[src/rtl/sap_cpu_core.sv]
// Parametrised SAP accumulator CPU core: variable-length micro-step sequencer,
// clock-enable stepping, host program port. Optional CAL/RET via SAP_CALL_RET_EN.
module sap_cpu_core #(
    parameter int DATA_W = 8,
    parameter int ADDR_W = 4
) (
    input  logic              clk,
    input  logic              rst_n,
    input  logic              step_en,
    input  logic              run,
    input  logic              prog_we,
    input  logic [ADDR_W-1:0] prog_addr,
    input  logic [DATA_W-1:0] prog_data,
    output logic [DATA_W-1:0] out_data,
    output logic              out_valid,
    output logic              halted,
    output logic [ADDR_W-1:0] pc_dbg,
    output logic [2:0]        step_dbg
);

    localparam int DEPTH = 1 << ADDR_W;

    typedef enum logic [2:0] {
        T0 = 3'd0,
        T1 = 3'd1,
        T2 = 3'd2,
        T3 = 3'd3,
        T4 = 3'd4
    } step_t;

    localparam logic [3:0] OP_LDA = 4'h1;
    localparam logic [3:0] OP_ADD = 4'h2;
    localparam logic [3:0] OP_OUT = 4'h3;
    localparam logic [3:0] OP_JMP = 4'h4;
    localparam logic [3:0] OP_STA = 4'h5;
    localparam logic [3:0] OP_SUB = 4'h6;
    localparam logic [3:0] OP_LDI = 4'h7;
    localparam logic [3:0] OP_JC  = 4'h8;
    localparam logic [3:0] OP_JZ  = 4'h9;
    localparam logic [3:0] OP_HLT = 4'hF;
`ifdef SAP_CALL_RET_EN
    localparam logic [3:0] OP_CAL = 4'hA;
    localparam logic [3:0] OP_RET = 4'hB;
`endif

    step_t             step_q;
    step_t             step_d;
    logic [ADDR_W-1:0] pc;
    logic [ADDR_W-1:0] mar;
    logic [DATA_W-1:0] ir;
    logic [DATA_W-1:0] a_reg;
    logic [DATA_W-1:0] b_reg;
    logic              c_flag;
    logic              z_flag;
    logic [DATA_W-1:0] mem [DEPTH];

    logic [3:0]        opcode;
    logic [ADDR_W-1:0] operand;
    logic [DATA_W-1:0] ram_rd;
    logic              advance;
    logic [DATA_W:0]   alu_res;

    logic ld_mar_pc, ld_ir, ld_mar_op, ld_a_ram, ld_b_ram, ld_a_imm;
    logic alu_en, alu_sub, do_out, ld_pc_op, ram_we_cpu, do_hlt;
`ifdef SAP_CALL_RET_EN
    logic [ADDR_W-1:0] rr;
    logic              ld_rr;
    logic              ld_pc_rr;
`endif

    // Carry out of the add is the top bit of the widened sum.
    function automatic logic [DATA_W:0] alu_add_f(input logic [DATA_W-1:0] x,
                                                  input logic [DATA_W-1:0] y);
        return {1'b0, x} + {1'b0, y};
    endfunction

    // Carry on subtract means "no borrow": set when x >= y.
    function automatic logic [DATA_W:0] alu_sub_f(input logic [DATA_W-1:0] x,
                                                  input logic [DATA_W-1:0] y);
        logic [DATA_W-1:0] diff;
        diff = x - y;
        return {(x >= y), diff};
    endfunction

    assign opcode   = ir[DATA_W-1 -: 4];
    assign operand  = ir[ADDR_W-1:0];
    assign ram_rd   = mem[mar];
    assign advance  = run && step_en && !halted;
    assign alu_res  = alu_sub ? alu_sub_f(a_reg, b_reg) : alu_add_f(a_reg, b_reg);
    assign pc_dbg   = pc;
    assign step_dbg = step_q;

    always_comb begin
        step_d     = T0;
        ld_mar_pc  = 1'b0;
        ld_ir      = 1'b0;
        ld_mar_op  = 1'b0;
        ld_a_ram   = 1'b0;
        ld_b_ram   = 1'b0;
        ld_a_imm   = 1'b0;
        alu_en     = 1'b0;
        alu_sub    = 1'b0;
        do_out     = 1'b0;
        ld_pc_op   = 1'b0;
        ram_we_cpu = 1'b0;
        do_hlt     = 1'b0;
`ifdef SAP_CALL_RET_EN
        ld_rr      = 1'b0;
        ld_pc_rr   = 1'b0;
`endif
        case (step_q)
            T0: begin
                ld_mar_pc = 1'b1;
                step_d    = T1;
            end
            T1: begin
                ld_ir  = 1'b1;
                step_d = T2;
            end
            T2: begin
                case (opcode)
                    OP_LDA, OP_ADD, OP_SUB, OP_STA: begin
                        ld_mar_op = 1'b1;
                        step_d    = T3;
                    end
                    OP_OUT: do_out   = 1'b1;
                    OP_JMP: ld_pc_op = 1'b1;
                    OP_LDI: ld_a_imm = 1'b1;
                    OP_JC:  ld_pc_op = c_flag;
                    OP_JZ:  ld_pc_op = z_flag;
                    OP_HLT: do_hlt   = 1'b1;
`ifdef SAP_CALL_RET_EN
                    OP_CAL: begin
                        ld_pc_op = 1'b1;
                        ld_rr    = 1'b1;
                    end
                    OP_RET: ld_pc_rr = 1'b1;
`endif
                    default: ;
                endcase
            end
            T3: begin
                case (opcode)
                    OP_LDA: ld_a_ram = 1'b1;
                    OP_ADD, OP_SUB: begin
                        ld_b_ram = 1'b1;
                        step_d   = T4;
                    end
                    OP_STA: ram_we_cpu = 1'b1;
                    default: ;
                endcase
            end
            T4: begin
                alu_en  = (opcode == OP_ADD) || (opcode == OP_SUB);
                alu_sub = (opcode == OP_SUB);
            end
            default: ;
        endcase
    end

    always_ff @(posedge clk or negedge rst_n) begin
        if (!rst_n) begin
            step_q    <= T0;
            pc        <= '0;
            mar       <= '0;
            ir        <= '0;
            a_reg     <= '0;
            b_reg     <= '0;
            c_flag    <= 1'b0;
            z_flag    <= 1'b0;
            out_data  <= '0;
            out_valid <= 1'b0;
            halted    <= 1'b0;
        end else begin
            out_valid <= 1'b0;
            if (advance) begin
                step_q <= step_d;
                if (ld_mar_pc) mar <= pc;
                if (ld_mar_op) mar <= operand;
                if (ld_ir) begin
                    ir <= ram_rd;
                    pc <= pc + ADDR_W'(1);
                end
                if (ld_pc_op) pc <= operand;
`ifdef SAP_CALL_RET_EN
                if (ld_pc_rr) pc <= rr;
`endif
                if (ld_a_ram) a_reg <= ram_rd;
                if (ld_a_imm) a_reg <= {{(DATA_W-ADDR_W){1'b0}}, operand};
                if (ld_b_ram) b_reg <= ram_rd;
                if (alu_en) begin
                    {c_flag, a_reg} <= alu_res;
                    z_flag          <= (alu_res[DATA_W-1:0] == '0);
                end
                if (do_out) begin
                    out_data  <= a_reg;
                    out_valid <= 1'b1;
                end
                if (do_hlt) halted <= 1'b1;
            end
        end
    end

`ifdef SAP_CALL_RET_EN
    always_ff @(posedge clk or negedge rst_n) begin
        if (!rst_n) begin
            rr <= '0;
        end else if (advance && ld_rr) begin
            rr <= pc;
        end
    end
`endif

    // Core and host never write in the same cycle: the core only advances with run=1.
    always_ff @(posedge clk) begin
        if (advance && ram_we_cpu) begin
            mem[mar] <= a_reg;
        end else if (!run && prog_we) begin
            mem[prog_addr] <= prog_data;
        end
    end

endmodule

[config.mk]
export PLATFORM = sky130hd
export DESIGN_NAME = sap_cpu_core
export DESIGN_NICKNAME = d
export VERILOG_FILES = /design/src/rtl/sap_cpu_core.sv
export SDC_FILE = /design/constraint.sdc
export NUM_CORES = 1
export LEC_CHECK = 0
export ABC_CLOCK_PERIOD_IN_PS = 2570
export BUFFER_PORTS_ARGS = -buffer_cell sky130_fd_sc_hd__buf_2
export CELL_PAD_IN_SITES_DETAIL_PLACEMENT = 1
export CELL_PAD_IN_SITES_GLOBAL_PLACEMENT = 2
export CORE_MARGIN = 2
export CORE_UTILIZATION = 40
export CTS_BUF_LIST = sky130_fd_sc_hd__clkbuf_8
export DETAILED_ROUTE_END_ITERATION = 8
export PLACE_DENSITY = 0.78
export SETUP_SLACK_MARGIN = 0.2
export SYNTH_ARGS = -nofsm -noshare
export SYNTH_HDL_FRONTEND = slang
export SYNTH_SLANG_ARGS = --single-unit
[constraint.sdc]
create_clock -name clk -period 2.57 [get_ports clk]
set_input_delay 0.257 -clock clk [delete_from_list [all_inputs] [get_ports clk]]
set_output_delay 0.257 -clock clk [all_outputs]
set_load 0.005 [all_outputs]
==> metrics.csv, run 1 <==
metric;value;unit
drt total wl;20.2;mm
wire per inst;22.4;µm
Synth Net Count;579;
placed cell count;864;
initial core utilization;40.9;%
Post-Syn Area per Cell;14.7;µm²
hold crit path type;primary input to async pin;
maximum fanout along the worst path;10;
Worst path top cell family by delay;multiplexers;
layout cell share with drive strength beyond 1;30.3;%
pin count of the biggest net entering global routing;37;
die area;21000;µm²
drt drc;0;
Leak;3.55;nW
Mapped Cells;543;
Finished Layout Cells;901;
final setup TNS;0;ns
Synth area leaders;edfxtp_1 (48%), dfrtp_1 (15%), mux4_2 (10%);
All-Layer GR Usage;19.7;%
DR iter-0 viols;347;
area leader, netlist;edfxtp_1;
core area;19500;µm²
Layout Nets;659;
DRT antenna net count;0;
net load switching power;0.00365;W
# Max-Cap Violations;0;
Flop pwr share;40.8;%
I/O Buffers;33;
vias;4874;
gpl congestion;0.861;
worst vdd ir;0.489;mV
root buf cell;clkbuf_8;
flops & latches, synth;175;
sequential share of the synthesized area;63.1;%
Setup crit end kind;flip-flop;
area delta synth->final;15.9;%
Max Fclk;0.434;GHz
clock sink count;175;
number of top-level pins;34;
CP peak stage delay;0.51;ns
post-synthesis cell type count;56;
max_slew headroom;51.3;%
Synth top area share;48.3;%
Synthesis Warnings;0;
Max clock buf depth;2;
via-per-instance ratio;5.41;
met3 usage;4.12;%
max FFs per register;128;
met2 usage;33.5;%
Tcrit/Tclk final;89.7;%
clk_lat worst skew;0.46;ns
Most common cell on crit path;mux4_2;
status;complete, no violations;
initial antenna violation count;0;
synthesized area;7960;µm²
CTS tree;built;
# rows;51;
Die Span X;145;µm
vias in the first global route;5249;
Hold Violations, Final;0;
cell-internal power;0.00606;W
met1 Track Usage GR;26.2;%
global-route wire length before repair;31.4;mm
Gate power share;40.7;%
Power Density;1050;nW/µm²
total CTS buffers;17;
Pre-Repair DR Iteration Count;4;
DPL Wire Length;14.5;mm
ordered cell list for the critical path;buf_12 > clkbuf_16 > mux4_2 > mux4_2 > mux2i_1 > nand2_1 > o21ai_0 > o21ai_1;
unrepaired setup endpoints after global routing;true;
Post-synth EDFFs;128;
# diodes;0;
Setup-failing EPs final;0;
Most Crowded Layer GR;met2;
slowest CP cell;mux4_2;
most numerous cell in the Yosys netlist;edfxtp_1;
Setup CP Type;flip-flop to flip-flop;
WP data arrival;2.62;ns
H-Tree Depth;4;
Die H;145;µm
sw frac;37.6;%
ys flop type;edfxtp_1;
Final Max Tran Viols;0;
Worst-path clk slew;0.10;ns
transition time at the pin with the least slew margin;0.730;ns
Worst Path Required;2.88;ns
largest register by flop count;mem;
async set-reset flop share out of synthesis;26.9;%
kind of start point of the critical path;flip-flop;
clock skew;0.0171;ns
GR Overflow Total;0;
Final min period;2.31;ns
synth cell count leaders;edfxtp_1 (128), dfrtp_1 (47), nor2_1 (46), nand2_1 (43), mux4_2 (37);
final-layout fill cell count;1975;
Clock Power Share;18.6;%
WP buf/inv;2;
==> metal layers <==
| layer | wire, µm | vias to the layer above |
|---|---|---|
| li1 | - | 2222 |
| met1 | 8610 | 2540 |
| met2 | 10500 | 94 |
| met3 | 867 | 18 |
| met4 | 255 | 0 |
| met5 | 0 | - |
==> placed cells by master, fill, tap and decap left out, types with 15 or more instances in the layout <==
cell type	n
ha_1	15
buf_2	33
mux2_2	17
a21oi_1	29
inv_1	22
buf_4	48
o21ai_0	18
nor2_1	40
clkbuf_8	17
dfrtp_1	44
edfxtp_1	128
mux4_2	37
nand2_1	43
==> cell type report <==
type | count | area [µm²] | share of cell area [%]
flip-flops and latches | 175 | 5020 | 54.5
repair buffers | 87 | 632 | 6.85
well taps | 265 | 332 | 3.60
multi-input cells | 321 | 2790 | 30.3
inverters | 21 | 78.8 | 0.855
clock buffers | 17 | 234 | 2.54
clock inverters | 15 | 130 | 1.41
==> path summary, 6_finish.rpt <==
path	from	end	slack, ns	cells past startpoint
max	mar[0]	a_reg[3]	0.26	8
max reg2reg	mar[0]	a_reg[3]	0.26	8
min in group clk	step_en	pc_dbg[3]	0.40	5
min	rst_n	b_reg[6]	0.25	2
max in group asynchronous	rst_n	mar[0]	1.49	3
min reg2reg	out_data[7]	out_data[7]	0.51	1
==> metrics by stage <==
| step | cell area (µm²) | power [W] | setup WS, ns | hold slack [ns] | utilization (%) |
|---|---|---|---|---|---|
| 2_1_floorplan | 7960 | 0.00650 | 0.403 | -0.0386 | - |
| 5_1_grt | 9220 | 0.0103 | 0.152 | 0.253 | 47.4 |
| 3_3_place_gp | 8720 | 0.00760 | 0.208 | 0.198 | 44.8 |
| 4_1_cts | 9090 | 0.00954 | 0.183 | 0.248 | 46.7 |
| 6_report | 9220 | 0.00970 | 0.264 | 0.246 | 47.4 |
| 3_5_place_dp | 8720 | 0.00775 | 0.183 | 0.210 | 44.8 |
==> worst reg2reg max path, cell delays in order (launching register included) <==
cell,delay (ns)
dfrtp_2,0.45
buf_12,0.13
clkbuf_16,0.18
mux4_2,0.49
mux4_2,0.51
mux2i_1,0.14
nand2_1,0.06
o21ai_0,0.12
o21ai_1,0.09
==> power by group through the flow <==
stage	clock (W)	combinational [W]	sequential, W
2_1_floorplan	0	0.00267	0.00384
3_5_place_dp	0	0.00373	0.00401
3_3_place_gp	0	0.00361	0.00398
5_1_grt	0.00194	0.00432	0.00402
6_report	0.00180	0.00395	0.00396
4_1_cts	0.00183	0.00376	0.00395
==> cells by family (layout without fill, tap and decap cells) <==
group                    after synthesis  in the layout  share of synthesized area [%]
XOR/XNOR                               6              6                          0.660
AND/OR/NAND/NOR                      135            135                           8.18
adder cells (fa/ha/maj)               19             19                           3.18
AO/OA/AOI/OAI                         93             93                           7.01
buffers and inverters                 47            140                           2.63
flip-flops                           175            175                           63.1
multiplexers                          68             68                           15.3
==> what timing repair did <==
| item | in CTS | in global routing |
|---|---|---|
| resized for setup | 3 | 19 |
| endpoints found under the setup margin | 31 | 135 |
| gates cloned | 0 | 1 |
| pin swaps | 0 | 4 |
| hold buffers | 1 | 0 |
| endpoints found under the hold margin | 16 | 0 |
| setup buffers | 0 | 3 |
Power figures use the tool's default switching activity.
==> run 2: changes to the inputs <==
--- a/config.mk
+++ b/config.mk
@@ -13,7 +13,7 @@
 export CORE_UTILIZATION = 40
 export CTS_BUF_LIST = sky130_fd_sc_hd__clkbuf_8
 export DETAILED_ROUTE_END_ITERATION = 8
-export PLACE_DENSITY = 0.78
+export PLACE_DENSITY_LB_ADDON = 0.1
 export SETUP_SLACK_MARGIN = 0.2
 export SYNTH_ARGS = -nofsm -noshare
 export SYNTH_HDL_FRONTEND = slang
==> metrics.csv, run 2 (synthesis results as in run 1) <==
metric;value;unit;change
leading cell type in the layout, fill and taps excluded;edfxtp_1;;unchanged
# rows;51;;unchanged
global-route wire length before repair;31.7;mm;was 31.4 mm
gpl congestion;0.814;;was 0.861
vias;4863;;was 4874
die area;21000;µm²;unchanged
via-per-instance ratio;5.45;;was 5.41
reg2reg end;z_flag;;was a_reg[3]
Leak;3.54;nW;was 3.55 nW
I/O Buffers;33;;unchanged
Layout Nets;651;;was 659
largest register by flop count;mem;;unchanged
WP buf/inv;0;;was 2
Power Density;1090;nW/µm²;was 1050 nW/µm²
Tcrit/Tclk final;89.9;%;was 89.7%
initial antenna violation count;0;;unchanged
drt total wl;20.3;mm;was 20.2 mm
slowest CP cell;dfrtp_1;;was mux4_2
ordered cell list for the critical path;ha_2 > fa_2 > nand2b_4 > a211oi_2 > or3_1 > a21oi_2 > xnor2_2 > nor2_2 > a32o_1;;was buf_12 > clkbuf_16 > mux4_2 > mux4_2 > mux2i_1 > nand2_1 > o21ai_0 > o21ai_1
Worst Path Required;2.92;ns;was 2.88 ns
final core occ;47.5;%;was 47.4%
CTS tree;built;;unchanged
GR Overflow Total;0;;unchanged
Final Max Tran Viols;0;;unchanged
maximum fanout along the worst path;3;;was 10
pin count of the biggest net entering global routing;37;;unchanged
Pre-Repair DR Iteration Count;4;;unchanged
FF-to-FF setup slack;0.26;ns;about the same
Reg-to-Reg Start;a_reg[0];;was mar[0]
Hold Violations, Final;0;;unchanged
R2R depth;9;;was 8
Max clock buf depth;2;;unchanged
DR iter-0 viols;205;;was 347
DPL Wire Length;14.1;mm;was 14.5 mm
Setup crit end kind;flip-flop;;unchanged
clock skew;0.0181;ns;was 0.0171 ns
worst vdd ir;0.393;mV;was 0.489 mV
DRT antenna net count;0;;unchanged
final setup TNS;0;ns;unchanged
Setup-failing EPs final;0;;unchanged
clk_lat worst skew;0.47;ns;was 0.46 ns
CP peak stage delay;0.42;ns;was 0.51 ns
hold crit path type;primary input to async pin;;unchanged
Die Span X;145;µm;unchanged
root buf cell;clkbuf_8;;unchanged
core area;19500;µm²;unchanged
wire per inst;22.7;µm;was 22.4 µm
layout cell share with drive strength beyond 1;30.3;%;about the same
# Max-Cap Violations;0;;unchanged
transition time at the pin with the least slew margin;0.767;ns;was 0.730 ns
Final min period;2.31;ns;about the same
unrepaired setup endpoints after global routing;true;;unchanged
area delta synth->final;16.2;%;was 15.9%
initial core utilization;40.9;%;unchanged
Max Fclk;0.433;GHz;was 0.434 GHz
All-Layer GR Usage;20.1;%;was 19.7%
clock sink count;175;;unchanged
max_slew headroom;48.8;%;was 51.3%
Setup CP Type;flip-flop to flip-flop;;unchanged
Worst-path clk slew;0.10;ns;about the same
kind of start point of the critical path;flip-flop;;unchanged
drt drc;0;;unchanged
Die H;145;µm;unchanged
status;complete, no violations;;unchanged
vias in the first global route;5200;;was 5249
total CTS buffers;17;;unchanged
max FFs per register;128;;unchanged
# diodes;0;;unchanged
number of top-level pins;34;;unchanged
commonest non-fill, non-tap cells in the layout;edfxtp_1 (128), nor2_1 (44), nand2_1 (43), dfrtp_1 (43), buf_4 (39);;was edfxtp_1 (128), buf_4 (48), dfrtp_1 (44)
H-Tree Depth;4;;unchanged
WP data arrival;2.66;ns;was 2.62 ns
Worst path top cell family by delay;adder cells;;was multiplexers
-- run 2: repair_timing --
action	in CTS	in global routing
setup endpoints to repair	5	35
pin swaps	1	7
hold endpoints to repair	20	0
buffers inserted	2	6
gates resized for setup	4	22
gates cloned	1	1
hold buffers	1	0
-- run 2: per-stage QoR --
step                setup slack (ns)  total power, W  instance area, µm²  std cells  hold WS [ns]
global route                   0.160          0.0107                9250        893         0.347
global placement              0.0550         0.00766                8610        850         0.292
floorplan                      0.403         0.00650                7960        543       -0.0386
CTS                            0.168         0.00991                9110        886         0.314
detailed placement            0.0612         0.00776                8610        850         0.303
finish                         0.260          0.0101                9250        893         0.337
-- run 2: how the worst max path moves through the flow --
stage | slack (ns) | to | startpoint | cells past startpoint
floorplan | 0.40 | z_flag | a_reg[3] | 9
global placement | 0.06 | z_flag | a_reg[0] | 8
detailed placement | 0.06 | z_flag | a_reg[0] | 8
CTS | 0.17 | z_flag | a_reg[0] | 9
global route | 0.16 | z_flag | a_reg[0] | 9
finish | 0.26 | z_flag | a_reg[0] | 9
-- run 2: per-layer routing --
| layer | GRT usage (%) | routed length, µm | vias up |
|---|---|---|---|
| li1 | - | - | 2207 |
| met1 | 25.8 | 8900 | 2578 |
| met2 | 35.2 | 10800 | 59 |
| met3 | 2.99 | 345 | 19 |
| met4 | 6.24 | 257 | 0 |
| met5 | 0 | 0 | - |
-- run 2: area by class of cell --
cell class | count | area [µm²]
fill | 1942 | 10200
sequential | 175 | 5020
multi-input combinational | 321 | 2800
timing repair buffer | 79 | 592
tap | 265 | 332
clock buffer | 17 | 234
clock inverter | 15 | 181
inverter | 21 | 78.8
-- run 2: report_power, final --
part	leakage [nW]	total (W)	internal, W	switching [W]
clock network	0.209	0.00199	0.000834	0.00116
logic	1.60	0.00412	0.00190	0.00223
registers	1.73	0.00397	0.00355	0.000413
total	3.54	0.0101	0.00629	0.00380
==> run 3: changes to the inputs <==
--- a/config.mk
+++ b/config.mk
@@ -7,13 +7,10 @@
 export LEC_CHECK = 0
 export ABC_CLOCK_PERIOD_IN_PS = 2570
 export BUFFER_PORTS_ARGS = -buffer_cell sky130_fd_sc_hd__buf_2
-export CELL_PAD_IN_SITES_DETAIL_PLACEMENT = 1
-export CELL_PAD_IN_SITES_GLOBAL_PLACEMENT = 2
 export CORE_MARGIN = 2
 export CORE_UTILIZATION = 40
 export CTS_BUF_LIST = sky130_fd_sc_hd__clkbuf_8
 export DETAILED_ROUTE_END_ITERATION = 8
-export PLACE_DENSITY_LB_ADDON = 0.1
 export SETUP_SLACK_MARGIN = 0.2
 export SYNTH_ARGS = -nofsm -noshare
 export SYNTH_HDL_FRONTEND = slang
==> metrics.csv, run 3 (synthesis results as in run 1) <==
metric;value;unit;change
Max clock buf depth;2;;unchanged
clock sink count;175;;unchanged
met1 Track Usage GR;22.8;%;was 25.8%
Die H;145;µm;unchanged
met2 usage;30.6;%;was 35.2%
final worst setup slack;0.273;ns;was 0.260 ns
# diodes;0;;unchanged
DRT antenna net count;0;;unchanged
Hold Violations, Final;0;;unchanged
Leak;3.48;nW;was 3.54 nW
wire per inst;20.6;µm;was 22.7 µm
number of top-level pins;34;;unchanged
placed cell count;856;;was 850
initial core utilization;40.9;%;unchanged
final-layout fill cell count;1748;;was 1942
largest register by flop count;mem;;unchanged
pin count of the biggest net entering global routing;37;;unchanged
DR iter-0 viols;322;;was 205
vias;4853;;was 4863
final core occ;46.7;%;was 47.5%
via-per-instance ratio;5.46;;was 5.45
Final min period;2.30;ns;was 2.31 ns
core area;19500;µm²;unchanged
WP data arrival;2.65;ns;was 2.66 ns
global-route wire length before repair;28.4;mm;was 31.7 mm
die area;21000;µm²;unchanged
Tcrit/Tclk final;89.4;%;was 89.9%
Finished Layout Cells;889;;was 893
Most Crowded Layer GR;met2;;unchanged
root buf cell;clkbuf_8;;unchanged
Final Max Tran Viols;0;;unchanged
area delta synth->final;14.3;%;was 16.2%
R2R depth;9;;unchanged
max_slew headroom;53.3;%;was 48.8%
# rows;51;;unchanged
DPL Wire Length;12.9;mm;was 14.1 mm
post-place setup slack;0.230;ns;was 0.0612 ns
max FFs per register;128;;unchanged
met3 usage;4.50;%;was 2.99%
final setup TNS;0;ns;unchanged
status;complete, no violations;;unchanged
Setup CP Type;flip-flop to flip-flop;;unchanged
postcts setup bufs;0;;was 2
kind of start point of the critical path;flip-flop;;unchanged
# Max-Cap Violations;0;;unchanged
transition time at the pin with the least slew margin;0.701;ns;was 0.767 ns
GR Overflow Total;0;;unchanged
initial antenna violation count;1;;was 0
unrepaired setup endpoints after global routing;false;;was true
Worst Path Required;2.92;ns;about the same
vias in the first global route;4968;;was 5200
layout cell share with drive strength beyond 1;27.9;%;was 30.3%
clk_lat worst skew;0.46;ns;was 0.47 ns
commonest non-fill, non-tap cells in the layout;edfxtp_1 (128), nor2_1 (45), nand2_1 (43);;was edfxtp_1 (128), nor2_1 (44), nand2_1 (43), dfrtp_1 (43), buf_4 (39)
clock skew;0.0125;ns;was 0.0181 ns
Setup-failing EPs final;0;;unchanged
drt total wl;18.3;mm;was 20.3 mm
total CTS buffers;17;;unchanged
All-Layer GR Usage;18.0;%;was 20.1%
Max Fclk;0.435;GHz;was 0.433 GHz
worst vdd ir;0.492;mV;was 0.393 mV
maximum fanout along the worst path;4;;was 3
Power Density;1040;nW/µm²;was 1090 nW/µm²
gpl congestion;0.913;;was 0.814
drt drc;0;;unchanged
Die Span X;145;µm;unchanged
hold crit path type;primary input to async pin;;unchanged
Pre-Repair DR Iteration Count;5;;was 4
I/O Buffers;33;;unchanged
CTS tree;built;;unchanged
leading cell type in the layout, fill and taps excluded;edfxtp_1;;unchanged
Hold WS;0.320;ns;was 0.337 ns
Layout Nets;647;;was 651
H-Tree Depth;4;;unchanged
Worst-path clk slew;0.10;ns;about the same
Setup crit end kind;flip-flop;;unchanged
[run 3: final timing paths]
path / slack, ns / end / from
setup / recovery: 0.27 / z_flag / a_reg[0]
hold / removal: 0.32 / out_data[7] / rst_n
setup reg to reg: 0.27 / z_flag / a_reg[0]
hold reg to reg: 0.51 / out_data[6] / out_data[6]
max in group asynchronous: 1.63 / a_reg[2] / rst_n
min in group clk: 0.33 / pc_dbg[1] / step_en
[run 3: metal layers]
layer,share of wire (%),vias up
met2,50,137
met4,2.3,2
met5,0.071,-
met1,43,2484
li1,-,2203
met3,4.6,27
[run 3: worst max-delay path: stages (launching register included)]
cell and delay (ns):
dfrtp_1 0.42, ha_1 0.23, fa_1 0.38, nand2b_1 0.11, a211oi_1 0.09, or3_1 0.34, a21oi_2 0.15, xnor2_1 0.15
nor2_1 0.08, a32o_1 0.24
[run 3: cell type report]
type                    instances  area (µm²)  area share [%]
clock inverters                15         149            1.64
multi-input cells             321        2760            30.3
clock buffers                  17         234            2.57
inverters                      21        78.8           0.867
well taps                     265         332            3.65
repair buffers                 75         520            5.72
flip-flops and latches        175        5030            55.3
[run 3: where the power goes]
part	switching, W	internal (W)
clock	0.00107	0.000797
combinational	0.00201	0.00165
sequential	0.000396	0.00356
[run 3: what timing repair did]
item,4_1_cts,5_1_grt
gates resized for setup,1,12
endpoints found under the hold margin,23,0
setup endpoints to repair,1,110
pin swaps,0,1
hold buffers,1,0
[run 3: through the flow]
step                instance area, µm²  power (W)
CTS                               9060    0.00947
global route                      9100     0.0100
global placement                  8670    0.00752
floorplan                         7960    0.00650
detailed placement                8670    0.00759
finish                            9100    0.00948
